==> src/rtl/switch_debouncer_if.sv <==
`default_nettype none
// ============================================================================
// Module      : switch_debouncer_if
// Description : Switch bank bus: raw inputs in, debounced levels and edge
//               pulses out.
// Revision    : 1.0 - initial release
// ============================================================================
interface switch_debouncer_if #(
    parameter int WIDTH = 8
);
    logic [WIDTH-1:0] sw_raw;
    logic [WIDTH-1:0] sw_clean;
    logic [WIDTH-1:0] sw_rise;
    logic [WIDTH-1:0] sw_fall;
    logic             changed;

    modport master (
        output sw_raw,
        input  sw_clean,
        input  sw_rise,
        input  sw_fall,
        input  changed
    );

    modport slave (
        input  sw_raw,
        output sw_clean,
        output sw_rise,
        output sw_fall,
        output changed
    );
endinterface
`default_nettype wire

==> src/rtl/switch_debouncer.sv <==
`default_nettype none
// ============================================================================
// Module      : switch_debouncer
// Description : Per-bit two-flop synchroniser and stability counter producing
//               debounced switch levels plus one-cycle rise/fall pulses.
// Revision    : 1.0 - initial release
// ============================================================================
module switch_debouncer #(
    parameter int WIDTH         = 8,
    parameter int STABLE_CYCLES = 1000000,
    parameter int CNT_WIDTH     = 20
) (
    input  logic              clk,
    input  logic              reset,
    switch_debouncer_if.slave sw_bus
);

    localparam logic [CNT_WIDTH-1:0] C_CNT_MAX = CNT_WIDTH'(STABLE_CYCLES - 1);
    localparam logic [CNT_WIDTH-1:0] C_CNT_ONE = CNT_WIDTH'(1);

    logic [WIDTH-1:0]     r_sync1;
    logic [WIDTH-1:0]     r_sync2;
    logic [WIDTH-1:0]     r_clean;
    logic [WIDTH-1:0]     r_rise;
    logic [WIDTH-1:0]     r_fall;
    logic                 r_changed;
    logic [CNT_WIDTH-1:0] r_cnt [WIDTH];

    logic [WIDTH-1:0]     w_clean_next;
    logic [WIDTH-1:0]     w_rise_next;
    logic [WIDTH-1:0]     w_fall_next;
    logic                 w_changed_next;
    logic [CNT_WIDTH-1:0] w_cnt_next [WIDTH];

    // A bit flips only once the synchronised level has disagreed with the
    // clean level for STABLE_CYCLES consecutive edges; any agreement restarts.
    always_comb begin
        w_clean_next = r_clean;
        w_rise_next  = '0;
        w_fall_next  = '0;
        w_cnt_next   = r_cnt;
        for (int i = 0; i < WIDTH; i++) begin
            if (r_sync2[i] == r_clean[i]) begin
                w_cnt_next[i] = '0;
            end else if (r_cnt[i] == C_CNT_MAX) begin
                w_cnt_next[i]   = '0;
                w_clean_next[i] = r_sync2[i];
                w_rise_next[i]  = r_sync2[i];
                w_fall_next[i]  = ~r_sync2[i];
            end else begin
                w_cnt_next[i] = r_cnt[i] + C_CNT_ONE;
            end
        end
    end

    assign w_changed_next = |(w_rise_next | w_fall_next);

    always_ff @(posedge clk) begin
        if (reset) begin
            r_sync1   <= '0;
            r_sync2   <= '0;
            r_clean   <= '0;
            r_rise    <= '0;
            r_fall    <= '0;
            r_changed <= 1'b0;
            for (int i = 0; i < WIDTH; i++) begin
                r_cnt[i] <= '0;
            end
        end else begin
            r_sync1   <= sw_bus.sw_raw;
            r_sync2   <= r_sync1;
            r_clean   <= w_clean_next;
            r_rise    <= w_rise_next;
            r_fall    <= w_fall_next;
            r_changed <= w_changed_next;
            for (int i = 0; i < WIDTH; i++) begin
                r_cnt[i] <= w_cnt_next[i];
            end
        end
    end

    assign sw_bus.sw_clean = r_clean;
    assign sw_bus.sw_rise  = r_rise;
    assign sw_bus.sw_fall  = r_fall;
    assign sw_bus.changed  = r_changed;

endmodule
`default_nettype wire

==> src/flat_wrapper.sv <==
// flat-port wrapper written by rule: the top's interface ports become plain ports
module switch_debouncer_flat 
#(
    parameter int WIDTH         = 8,
    parameter int STABLE_CYCLES = 1000000,
    parameter int CNT_WIDTH     = 20
)
  (clk, reset, sw_bus_sw_raw, sw_bus_sw_clean, sw_bus_sw_rise, sw_bus_sw_fall, sw_bus_changed);
  switch_debouncer_if #(.WIDTH(WIDTH)) sw_bus_i ();
  input  logic clk;
  input  logic reset;
  input wire logic [$bits(sw_bus_i.sw_raw)-1:0] sw_bus_sw_raw;
  output wire logic [$bits(sw_bus_i.sw_clean)-1:0] sw_bus_sw_clean;
  output wire logic [$bits(sw_bus_i.sw_rise)-1:0] sw_bus_sw_rise;
  output wire logic [$bits(sw_bus_i.sw_fall)-1:0] sw_bus_sw_fall;
  output wire logic [$bits(sw_bus_i.changed)-1:0] sw_bus_changed;
  assign sw_bus_i.sw_raw = sw_bus_sw_raw;
  assign sw_bus_sw_clean = sw_bus_i.sw_clean;
  assign sw_bus_sw_rise = sw_bus_i.sw_rise;
  assign sw_bus_sw_fall = sw_bus_i.sw_fall;
  assign sw_bus_changed = sw_bus_i.changed;
  switch_debouncer #(.WIDTH(WIDTH), .STABLE_CYCLES(STABLE_CYCLES), .CNT_WIDTH(CNT_WIDTH)) u_core (.clk(clk), .reset(reset), .sw_bus(sw_bus_i));
endmodule
==> config.mk <==
export PLATFORM = sky130hd
export DESIGN_NAME = switch_debouncer_flat
export DESIGN_NICKNAME = d
export VERILOG_FILES = /design/src/rtl/switch_debouncer_if.sv /design/src/rtl/switch_debouncer.sv /design/src/flat_wrapper.sv
export SDC_FILE = /design/constraint.sdc
export NUM_CORES = 1
export LEC_CHECK = 0
export CAP_MARGIN = 30
export CORE_ASPECT_RATIO = 1.5
export CORE_MARGIN = 4
export CORE_UTILIZATION = 35
export CTS_CLUSTER_SIZE = 20
export DETAILED_ROUTE_END_ITERATION = 8
export PLACE_DENSITY = 0.54
export SLEW_MARGIN = 20
export SYNTH_ARGS = -nofsm -noshare
export SYNTH_HDL_FRONTEND = slang
export SYNTH_SLANG_ARGS = --single-unit
==> constraint.sdc <==
create_clock -name clk -period 3.3 [get_ports clk]
set_input_delay 0.99 -clock clk [delete_from_list [all_inputs] [get_ports clk]]
set_output_delay 0.99 -clock clk [all_outputs]
set_load 0.05 [all_outputs]
==> summary.md <==
| Metric | Value |
|---|---|
| Sw power | `1.03 mW` |
| Slew @ Worst Pin | `between 0.7 and 0.8 ns` |
| Clk network pwr share | `0.491` |
| Vias in the first global route | `around 6,700` |
| Hold crit path type | `flop to flop` |
| Sw frac | `0.209` |
| Share of layout cells above drive strength 1 | `0.0519` |
| Areal power density over the cells | `just under 500 nW/um^2` |
| Final WS setup | `0.545 ns` |
| Core Area | `24,300 sq um` |
| CTS buffer count | `23` |
| Hold path depth | `1` |
| Total clock sinks | `201` |
| DR vias | `between 6,000 and 7,000` |
| Run status | `finished clean` |
| Number of synthesized flops with an enable pin | `0` |
| Clock-pin slew on the worst setup and hold paths | `0.06 ns` |
| I/O Buffers | `34` |
| Bufs and invs on worst path | `1` |
| Skew final | `0.0131 ns` |
| # resized after CTS | `0` |
| Slew Limit Fails | `0` |
| Post-CTS Repair Setup Buffers | `0` |
| Grt total ovfl | `0` |
| Total stage count of the critical path | `1` |
| Min-Delay Endpoint | `u_core.r_sync2[0]$_SDFF_PP0_` |
| Fin cells | `1,346` |
| Clk Tree Root Cell | `clkbuf_16` |
| Synth Cell Area | `8650 sq um` |
| Setup violations, final | `0` |
| Commonest cells post-synth | `dfxtp_1, nor2_1, a21oi_1, nand2_1, nand3_1` |
| Fmax | `363 MHz` |
| CP Capture Type | `output port` |
| M1 WL | `roughly 8 mm` |
| All-Layer GR Usage | `0.134` |
| Yosys Warn Count | `0` |
| Flop pwr share | `0.497` |
| Latest clock arrival within the worst-skew pair | `approximately 0.50 ns` |
| Routability cong. | `0.734` |
| Setup Crit Path Kind | `flop to output port` |
| R2R Setup Slk | `0.96 ns` |
| Worst Path Required | `2.31 ns` |
| Wire per inst | `13.6 um` |
| CP startpoint | `u_core.sw_bus.sw_clean[4]$_SDFFE_PP0P_` |
| Seq cells post-synth | `around 200` |
| Syn avg cell area | `8.90 sq um` |
| Initial Util | `0.355` |
| Die H | `201 um` |
| P_int | `~4 mW` |
| Die W | `136 um` |
| Placed cells | `1,305` |
| RSZ-0062 raised after global routing | `no` |
| Crit-path max cell delay | `about 0.86 ns` |
| P_leak | `2.97 nW` |
| Min Tclk post-route | `2.76 ns` |
| Post-synthesis async set-or-reset flop share | `0` |
| Post-CTS Hold Fix Bufs | `0` |
| DRC | `0` |
| Antenna-violating nets left | `0` |
| First-pass GRT wire length | `31.4 mm` |
| Die footprint | `27,400 sq um` |
| Post-synth top area cell | `dfxtp_1` |
| Nets@finish | `1,024` |
| Worst vdd ir | `0.000344 V` |
| N_diodes | `0` |
| Worst min-delay path startpoint | `u_core.r_sync1[0]$_SDFF_PP0_` |
| # IOs | `35` |
| Synth area leaders | `dfxtp_1, xnor2_1, xor2_1` |
| Sequential-to-total area share from yosys stat | `0.465` |
| Cell count after synthesis | `a little under 1,000` |
| Crit path arrival time | `1.77 ns` |
| Worst Setup Start Kind | `flop` |
| Vias per cell | `5.20` |
| Worst path top cell family by delay | `buffers and inverters` |
| RR Endpoint | `u_core.sw_bus.changed$_SDFF_PP0_` |
| Setup WS pre-CTS | `0.895 ns` |
| Total negative slack | `0 ns` |
| Max Cap Violations | `0` |
| Worst rel slew slack | `0.474` |
| DP HPWL | `12.6 mm` |
| Distinct cells, synth | `41` |
| Syn_nets | `990` |
| FF-to-FF Start | `u_core.r_cnt[68]$_SDFF_PP0_` |
| Met2 WL | `8.95 mm` |
| CTS tree | `yes` |
| Area share of the largest cell type after synthesis | `0.465` |
| Initial DRT Pass Iterations | `4` |
| Worst Reg-to-Reg Cells | `4` |
| Comb pwr share | `0.011` |
| Highest Signal Layer | `met4` |
| CP cell instances | `clkdlybuf4s50_1` |
| Fin. Hold Viols | `0` |
| CP Max Fanout | `5` |
| Most frequent cell after synthesis | `dfxtp_1` |
| Initial antenna violation count | `0` |
| Met3 wire length | `923 um` |
| Final worst path period share | `0.835` |
| Area Overhead vs Synth | `15.7%` |
| Worst-case clock buffer depth | `3` |
| Initial drt markers | `approximately 240` |
| Post-synth top flop | `dfxtp_1` |
| # H-tree levels | `1` |
| Post-Route WL | `between 15 and 20 mm` |
| Cell row count | `70` |
| Largest net degree at the start of global routing | `45` |
| Worst path slowest cell | `clkdlybuf4s50_1` |
state kept, by name (all words and copies together), names as in the netlist:
name,cells
u_core.r_sync1,8
u_core.sw_bus.sw_rise,8
u_core.r_sync2,8
u_core.sw_bus.sw_fall,8
u_core.sw_bus.sw_clean,8
u_core.r_cnt,160
u_core.sw_bus.changed,1
placed cells by master, fill, tap and decap left out, types with 19 or more instances in the layout:
master	instances
clkdlybuf4s50_1	33
and3_1	25
a21oi_1	69
xor2_1	45
o31ai_1	24
clkbuf_16	23
nand2_1	59
nor2b_1	19
xnor2_1	46
dfxtp_1	201
or3_1	39
nor4b_1	21
o21ai_0	44
nor2_1	104
nand3_1	54
or4_1	33
nand4_1	45
through the flow:
step	area [sq um]	utilization	hold WS (ns)	power, mW
global placement	9300	0.382	0.420	2.56
floorplan	8650	-	0.413	2.53
CTS	10000	0.411	0.438	5.02
finish	10000	0.411	0.432	4.92
global route	10000	0.411	0.447	5.12
detailed placement	9300	0.382	0.430	2.56
cells by family after synthesis:
family          synth area share
simple gates               0.306
buf+inv                   0.0237
fa+ha+maj                 0.0116
xor+xnor                  0.0921
flops                      0.465
compound gates             0.101
per-layer routing:
layer	up-vias	track usage
met4	0	0.0385
met5	-	0
met1	3281	0.158
met3	30	0.0301
li1	3603	-
met2	84	0.238
power groups by stage:
stage                     sequential [mW]  clock (mW)  combinational (mW)
after floorplan                      2.50           0              0.0360
after global placement               2.50           0              0.0566
after detailed placement             2.50           0              0.0568
after CTS                            2.45        2.52              0.0570
after global routing                 2.45        2.61              0.0622
final                                2.45        2.42              0.0558
worst max path at each step:
| stage | to | slack [ns] |
|---|---|---|
| finish | sw_bus_sw_clean[4] | 0.54 |
| global route | sw_bus_sw_clean[3] | 0.48 |
| CTS | sw_bus_sw_clean[4] | 0.52 |
| detailed placement | u_core.r_cnt[128]$_SDFF_PP0_ | 0.89 |
| global placement | u_core.r_cnt[122]$_SDFF_PP0_ | 0.91 |
| floorplan | u_core.r_cnt[83]$_SDFF_PP0_ | 1.20 |
final cells by class:
class | instances | area (sq um)
clock buffer | 31 | 636
clock inverter | 10 | 81.3
fill | 2533 | 14300
inverter | 18 | 67.6
multi-input combinational | 723 | 4430
sequential | 201 | 4020
tap | 324 | 405
timing repair buffer | 39 | 373
Power figures use the tool's default switching activity.
